**config.mk**
```make
export PLATFORM = sky130hd
export DESIGN_NAME = mem_port_arbiter
export DESIGN_NICKNAME = d
export VERILOG_FILES = /design/src/rtl/mem_arb_pkg.sv /design/src/rtl/arb_starve_counter.sv /design/src/rtl/mem_port_arbiter.sv
export SDC_FILE = /design/constraint.sdc
export NUM_CORES = 1
export LEC_CHECK = 0
export ABC_AREA = 0
export CAP_MARGIN = 20
export CELL_PAD_IN_SITES_DETAIL_PLACEMENT = 1
export CELL_PAD_IN_SITES_GLOBAL_PLACEMENT = 1
export CORE_MARGIN = 2
export CORE_UTILIZATION = 23
export CTS_CLUSTER_SIZE = 20
export DETAILED_ROUTE_END_ITERATION = 16
export GPL_TIMING_DRIVEN = 0
export PLACE_DENSITY = 0.73
export SLEW_MARGIN = 20
export SYNTH_ARGS = -nofsm -noshare
export SYNTH_HDL_FRONTEND = slang
export SYNTH_SLANG_ARGS = --single-unit
```
**constraint.sdc**
```tcl
create_clock -name Clock -period 1.3 [get_ports Clock]
set_input_delay 0.13 -clock Clock [delete_from_list [all_inputs] [get_ports Clock]]
set_output_delay 0.13 -clock Clock [all_outputs]
set_load 0.05 [all_outputs]
```
**src/rtl/mem_arb_pkg.sv**
```systemverilog
// ============================================================================
// Module   : mem_arb_pkg
// Purpose  : Shared defaults and read-owner encoding for the memory port arbiter
// Revision : 1.0
// ============================================================================
`default_nettype none

package mem_arb_pkg;

   localparam int AW_DEF         = 5;
   localparam int DW_DEF         = 20;
   localparam int STARVE_MAX_DEF = 4;
   localparam int STARVE_CW      = 4;

   typedef enum logic [1:0] {
      OWN_NONE = 2'd0,
      OWN_PIPE = 2'd1,
      OWN_IO   = 2'd2
   } owner_t;

endpackage

`default_nettype wire

```
**src/rtl/arb_starve_counter.sv**
```systemverilog
// ============================================================================
// Module   : arb_starve_counter
// Purpose  : Saturating count of consecutive cycles the I/O loader lost arbitration
// Revision : 1.0
// ============================================================================
`default_nettype none

module arb_starve_counter
   import mem_arb_pkg::*;
#(
   parameter int STARVE_MAX = STARVE_MAX_DEF
) (
   input  logic clk,
   input  logic rst_n,
   input  logic i_req,
   input  logic i_gnt,
   output logic o_starved
);

   localparam logic [STARVE_CW-1:0] C_MAX = STARVE_CW'(STARVE_MAX);

   logic [STARVE_CW-1:0] r_cnt;

   // Any cycle the loader is served or idle breaks the losing streak.
   always_ff @(posedge clk or negedge rst_n) begin
      if (!rst_n) begin
         r_cnt <= '0;
      end else if (i_req && !i_gnt) begin
         if (r_cnt < C_MAX) begin
            r_cnt <= r_cnt + 1'b1;
         end
      end else begin
         r_cnt <= '0;
      end
   end

   assign o_starved = (r_cnt >= C_MAX);

endmodule

`default_nettype wire

```
**src/rtl/mem_port_arbiter.sv**
```systemverilog
// ============================================================================
// Module   : mem_port_arbiter
// Purpose  : Shares the memory data port between the pipeline MEM stage and
//            the I/O loader; pipeline priority with an I/O starvation override
// Revision : 1.0
// ============================================================================
`default_nettype none

module mem_port_arbiter
   import mem_arb_pkg::*;
#(
   parameter int AW         = AW_DEF,
   parameter int DW         = DW_DEF,
   parameter int STARVE_MAX = STARVE_MAX_DEF
) (
   input  logic          Clock,
   input  logic          Resetn,
   input  logic          p_req,
   input  logic          p_we,
   input  logic [AW-1:0] p_addr,
   input  logic [DW-1:0] p_wdata,
   output logic          p_gnt,
   output logic [DW-1:0] p_rdata,
   output logic          p_rvalid,
   input  logic          io_req,
   input  logic          io_we,
   input  logic [AW-1:0] io_addr,
   input  logic [DW-1:0] io_wdata,
   output logic          io_gnt,
   output logic [DW-1:0] io_rdata,
   output logic          io_rvalid,
   output logic [AW-1:0] mem_addr,
   output logic [DW-1:0] mem_data,
   output logic          mem_wr_en,
   input  logic [DW-1:0] q_mem,
   output logic          starved
);

   logic          w_starved;
   logic          w_io_gnt;
   logic          w_p_gnt;
   owner_t        r_owner;
   owner_t        w_owner_nxt;
   logic [DW-1:0] r_p_rdata;
   logic [DW-1:0] r_io_rdata;

   arb_starve_counter #(
      .STARVE_MAX (STARVE_MAX)
   ) u_starve (
      .clk       (Clock),
      .rst_n     (Resetn),
      .i_req     (io_req),
      .i_gnt     (w_io_gnt),
      .o_starved (w_starved)
   );

   // Grants are gated by Resetn so nothing reaches memory while reset is held.
   assign w_io_gnt = Resetn & io_req & (~p_req | w_starved);
   assign w_p_gnt  = Resetn & p_req & ~w_io_gnt;

   always_comb begin
      mem_addr  = '0;
      mem_data  = '0;
      mem_wr_en = 1'b0;
      if (w_io_gnt) begin
         mem_addr  = io_addr;
         mem_data  = io_wdata;
         mem_wr_en = io_we;
      end else if (w_p_gnt) begin
         mem_addr  = p_addr;
         mem_data  = p_wdata;
         mem_wr_en = p_we;
      end
   end

   always_comb begin
      w_owner_nxt = OWN_NONE;
      if (w_io_gnt && !io_we) begin
         w_owner_nxt = OWN_IO;
      end else if (w_p_gnt && !p_we) begin
         w_owner_nxt = OWN_PIPE;
      end
   end

   always_ff @(posedge Clock or negedge Resetn) begin
      if (!Resetn) begin
         r_owner <= OWN_NONE;
      end else begin
         r_owner <= w_owner_nxt;
      end
   end

   // Read data lands in the owner's register and is held until its next read.
   always_ff @(posedge Clock or negedge Resetn) begin
      if (!Resetn) begin
         r_p_rdata  <= '0;
         r_io_rdata <= '0;
      end else begin
         if (w_owner_nxt == OWN_PIPE) begin
            r_p_rdata <= q_mem;
         end
         if (w_owner_nxt == OWN_IO) begin
            r_io_rdata <= q_mem;
         end
      end
   end

   assign p_gnt     = w_p_gnt;
   assign io_gnt    = w_io_gnt;
   assign p_rdata   = r_p_rdata;
   assign io_rdata  = r_io_rdata;
   assign p_rvalid  = (r_owner == OWN_PIPE);
   assign io_rvalid = (r_owner == OWN_IO);
   assign starved   = w_starved;

endmodule

`default_nettype wire

```
# Yosys cells after proc, flatten, opt, wreduce, memory -nomap -nowiden

Cells that the tools add are included.

Register bits after elaboration: 46
Input bits: 76
Output and inout bits: 71
Word-level logic and storage cells: 35

$add $sub $neg: 1
Magnitude comparators: 2
Eq/ne operators: 5
Multiplexer cells: 10
Bitwise logic cells: 7
Reduce and logical (&&, ||, !) cells: 6

Operator list:

| operator                                             | count |
|---|---|
| two-way mux 20 bit                                   | 2 |
| two-way mux 5 bit                                    | 2 |
| two-way mux 4 bit                                    | 2 |
| adder 4 x 1 -> 4 bit (second input constant)         | 1 |
| AND 1 bit                                            | 4 |
| equality test 2 x 1 -> 1 bit (second input constant) | 2 |
| equality test 2 bit (second input constant)          | 2 |
| >= comparator 4 x 3 -> 1 bit (second input constant) | 1 |
| < comparator 4 x 3 -> 1 bit (second input constant)  | 1 |
| logical AND 1 bit                                    | 3 |
| logical NOT 1 bit                                    | 3 |
| two-way mux 1 bit                                    | 3 |
| two-way mux 2 bit                                    | 1 |
| inequality test 2 bit (second input constant)        | 1 |
| NOT 1 bit                                            | 2 |
| bitwise OR 1 bit                                     | 1 |

# Depth between registers and ports, before layout

Depth in word-level cells: 9
Gate-level depth with buffers: 5
Mapped depth without buffers: 3

# By module

From an unflattened synthesis, not the netlist that was laid out.

Cell total of the unflattened synthesis: 145
Area, all modules: 2114.5 µm²

Modules (own cells, without submodules):

| module             | times used | cells an instance | area each (µm²) | sequential area each (µm²) |
|---|---|---|---|---|
| mem_port_arbiter   | 1          | 127               | 1934.4          | 1051.0 |
| arb_starve_counter | 1          | 18                | 180.2           | 100.1 |

# Worst setup path before layout

Ideal clock, no wire load.

Path type: flip-flop to output port
Start point: register u_starve.r_cnt[3]
End point: output mem_data[13]
Arrival: 1857 ps
Data required time: 1170 ps
Path slack: -687 ps
Cell stages (with the launch flop): 5
Path buffers: 1
Cells stage by stage: dfrtp_1 > nor2_2 > a21oi_1 > clkbuf_1 > a22o_1

Word-level cells in the longest chain between the ends: 7

RTL lines:

| element                          | line                     | source |
|---|---|---|
| from (decl)                      | arb_starve_counter.sv:22 | `logic [STARVE_CW-1:0] r_cnt;` |
| from (signal assigned)           | arb_starve_counter.sv:30 | `r_cnt <= r_cnt + 1'b1;` |
| >= comparator 4 x 3 -> 1 bit (*) | arb_starve_counter.sv:37 | `assign o_starved = (r_cnt >= C_MAX);` |
| bitwise OR 1 bit (*)             | mem_port_arbiter.sv:58   | `assign w_io_gnt = Resetn & io_req & (~p_req \| w_starved);` |
| AND 1 bit (*)                    | mem_port_arbiter.sv:58   |  |
| net io_gnt                       | mem_port_arbiter.sv:29   | `output logic io_gnt,` |
| NOT 1 bit                        | mem_port_arbiter.sv:59   | `assign w_p_gnt = Resetn & p_req & ~w_io_gnt;` |
| AND 1 bit                        | mem_port_arbiter.sv:59   |  |
| two-way mux 20 bit               | mem_port_arbiter.sv:69   | `end else if (w_p_gnt) begin` |
| two-way mux 20 bit (*)           | mem_port_arbiter.sv:65   | `if (w_io_gnt) begin` |
| to (decl)                        | mem_port_arbiter.sv:33   | `output logic [DW-1:0] mem_data,` |

Mark *: on every way through the listed nets, which the timed path passes. The rest lies on a longest branch.

# Worst setup path in the final report

Start point: register u_starve.r_cnt[3]
End point: output mem_data[3]

Word-level cells in the longest chain between the ends: 7

RTL lines:

| element                          | line |
|---|---|
| >= comparator 4 x 3 -> 1 bit (*) | arb_starve_counter.sv:37 |
| bitwise OR 1 bit (*)             | mem_port_arbiter.sv:58 |
| AND 1 bit (*)                    | mem_port_arbiter.sv:58 |
| NOT 1 bit                        | mem_port_arbiter.sv:59 |
| AND 1 bit                        | mem_port_arbiter.sv:59 |
| two-way mux 20 bit               | mem_port_arbiter.sv:69 |
| two-way mux 20 bit (*)           | mem_port_arbiter.sv:65 |

Every way passes the cells marked *; elsewhere a longest branch is shown, timed or not.

==> results.py <==
metrics = {
    "clock_tree": {
        "cts-root-buf": "clkbuf_8",
        "clock_latency_ps": 300,
        "clockBufferDepth": 2,
        "htree_levels": 2,
        "cts_tree": "done",
        "cts_sinks": 46,
        "path_clk_slew_ps": 80,
        "cts_buffers": 5,
    },
    "critical_path": {
        "r2r_cells": 7,
        "cp_num_cells": 6,
        "crit_type": "register to output pin",
        "critPathMaxStageDelay_ps": 450,
        "cp_cell_sequence": "o21ai_2 > and3_1 > buf_6 > buf_12 > a22o_4 > buf_8",
        "critPathMaxFanout": 10,
        "worstPathArrival_ps": 1680,
        "worstSetupEndpointType": "output pin",
        "crit_path_start_kind": "register",
        "path_buf_inv": 3,
        "critPathRequiredTime_ps": 1170,
        "crit_slowest_cell": "dfrtp_2",
        "path_delay_family": "flip-flops",
    },
    "routing": {
        "drt-met1-wl_mm": 3.04,
        "vias": 1905,
        "ant_nets": 0,
        "met2_length_mm": 4.43,
        "wl_mm": 7.86,
        "drc_errors": 0,
        "wl_met3_um": 289,
        "viasPerCell": 4.48,
        "dr.first_iter.drc_count": 25,
        "top_layer": "met4",
        "dr.pass1.iters": 4,
        "wl_per_cell_um": 18.5,
    },
    "power_and_ir_drop": {
        "ir_drop_mv": 0.658,
        "total_leakage_power_nw": 2.03,
        "pwr-share-seq_pct": 33.6,
        "switching_power_w": 0.00235,
        "cellPowerDensity_mw_per_mm2": 1250,
        "p_clk_share_pct": 15.9,
        "swShare_pct": 42.2,
        "internal-power_w": 0.00323,
        "comb_power_share_pct": 50.5,
    },
    "grt": {
        "grt_pass1_vias": 2149,
        "grt_pass1_wl_mm": 11.7,
        "overflow": 0,
        "grt_start_max_net_pins": 28,
        "grt.total_usage_pct": 15.3,
        "grt_antenna_before_repair": 0,
    },
    "synth": {
        "syn_nets": 222,
        "synth_ff_type": "dfrtp_1",
        "syn_area_mm2": 0.00203,
        "yosysSeqAreaShare_pct": 56.7,
        "synth_enable_flop_cells": 0,
        "synth_cell_types": 20,
        "synth-warning-count": 0,
        "netlist_instances": 145,
        "synth_seq_cells": 46,
        "synth_area_per_cell_um2": 14.0,
        "synthArstFlopShare_pct": 100,
    },
    "cells_and_area": {
        "diodes": 0,
        "nets": 393,
        "final_cells": 425,
        "drive_gt1_share_pct": 57.4,
        "syn_to_final_growth_pct": 119,
    },
    "floorplan": {
        "core_area_mm2": 0.00864,
        "rows": 34,
        "die_y_um": 98.0,
        "die_area_mm2": 0.00960,
        "start_util_pct": 23.5,
        "die_w_um": 98.0,
        "ios": 147,
    },
    "place": {
        "hpwl_mm": 5.44,
        "dp_cells": 400,
        "dpl_worst_slack_ps": -1150,
        "place_congestion": 0.726,
        "io_buffers": 146,
    },
    "timing": {
        "fin_skew_ps": 13.4,
        "worst_pin_slew_ps": 948,
        "setup_viol": 69,
        "finalMaxSlewViolations": 0,
        "fmaxAchievable_mhz": 551,
        "setup_ws_ps": -514,
        "fin_tns_setup_ps": -23770,
        "timing.final.crit_share_pct": 140,
        "relSlewSlack_pct": 36.8,
        "rsz0062_at_grt": "yes",
        "period_needed_ps": 1810,
        "hold_violations": 0,
    },
    "status": {
        "violations": "setup timing",
        "status": "finished with violations",
    },
    "worst_hold_path": {
        "hold_depth": 2,
        "hold_path_class": "input port to register",
    },
    "job": {
        "drv_cap": 0,
    },
}
routing by layer:
metal  vias up  global-route usage [%]
met2        54                    28.4
met3         6                    2.15
met1       968                    18.4
met5         -                       0
met4         0                    4.27
li1        877                       -
stage by stage:
step	hold WS, ps	instance area, µm²	power (W)	utilization (%)
final	66.7	4450	0.00558	51.5
after global routing	73.5	4450	0.00584	51.5
after CTS	42.4	4340	0.00562	50.2
after detailed placement	155	3880	0.00462	44.9
after global placement	486	3860	0.00456	44.7
after floorplan	-166	2270	0.00354	-
cell usage in the layout (no fill, tap or decap), types with 2 or more instances in the layout:
| cell | netlist | final |
|---|---|---|
| buf_4 | 2 | 7 |
| nor3b_2 | 0 | 3 |
| clkinvlp_4 | 0 | 2 |
| a22o_4 | 0 | 25 |
| buf_6 | 0 | 11 |
| inv_1 | 3 | 2 |
| mux2_2 | 41 | 21 |
| buf_8 | 0 | 30 |
| and3_1 | 2 | 2 |
| mux2_4 | 0 | 20 |
| dfrtp_1 | 46 | 45 |
| nor2b_1 | 2 | 2 |
| clkdlybuf4s15_2 | 0 | 22 |
| buf_12 | 0 | 5 |
| clkbuf_8 | 0 | 7 |
| nand2_1 | 3 | 2 |
| buf_2 | 6 | 2 |
| dlygate4sd2_1 | 0 | 2 |
| clkdlybuf4s50_1 | 0 | 72 |
| clkbuf_2 | 0 | 18 |
timing repair:
item                                    4_1_cts  5_1_grt
setup buffers                                 5        7
endpoints found under the setup margin      110      108
resized for setup                           380       46
hold endpoints to repair                     19        0
cloned                                        2        2
pin swaps                                     5        3
hold buffers                                  2        0
logic make-up after synthesis:
family                   share of synthesized area, %
multiplexers                                     23.2
buffers and inverters                            3.14
AND/OR/NAND/NOR                                  3.82
XOR/XNOR                                        0.431
adder cells (fa/ha/maj)                         0.616
flip-flops                                       56.7
AO/OA/AOI/OAI                                    12.1
state kept, by name (all words and copies together), names as in the netlist:
register        cells
r_owner             2
p_rdata            20
io_rdata           20
u_starve.r_cnt      4
path summary, 6_finish.rpt:
check                      slack [ps]         startpoint                 to
max                              -510  u_starve.r_cnt[3]        mem_data[3]
min                                70             Resetn  u_starve.r_cnt[3]
max reg2reg                      -470  u_starve.r_cnt[2]        io_rdata[6]
min reg2reg                       510        p_rdata[15]        p_rdata[15]
max in group asynchronous         430             Resetn  u_starve.r_cnt[3]
min in group asynchronous         220             Resetn       io_rdata[11]
final cells by class:
class                      count  area (µm²)
tap                          108         135
fill                         877        4190
buffer                        10         143
timing repair buffer         164        1750
sequential                    46        1150
clock buffer                   5        68.8
clock inverter                 3        23.8
multi-input combinational     86        1170
inverter                       3        11.3
Yosys cell counts (2+ instances only):
cell type / number / area share, %
a21oi_1: 2 / 0.49
a22o_1: 25 / 11
and3_1: 2 / 0.62
buf_2: 6 / 1.5
buf_4: 2 / 0.74
clkbuf_1: 2 / 0.37
dfrtp_1: 46 / 57
inv_1: 3 / 0.55
mux2_2: 41 / 23
nand2_1: 3 / 0.55
nor2b_1: 2 / 0.62
nor3b_1: 3 / 1.1
power by group through the flow:
stage / logic, W / clock network (W) / registers, W
2_1_floorplan: 0.000669 / 0 / 0.00287
3_3_place_gp: 0.00268 / 0 / 0.00188
3_5_place_dp: 0.00272 / 0 / 0.00190
4_1_cts: 0.00281 / 0.000939 / 0.00187
5_1_grt: 0.00292 / 0.000996 / 0.00192
6_report: 0.00282 / 0.000886 / 0.00188
worst register-to-register path: stages (launching register included):
cell	delay [ps]
dfrtp_1	440
nor2_4	70
buf_4	130
buf_6	110
a211oi_4	300
buf_6	170
buf_8	130
mux2_4	310
Note: power is estimated with default switching activity, not from simulation.
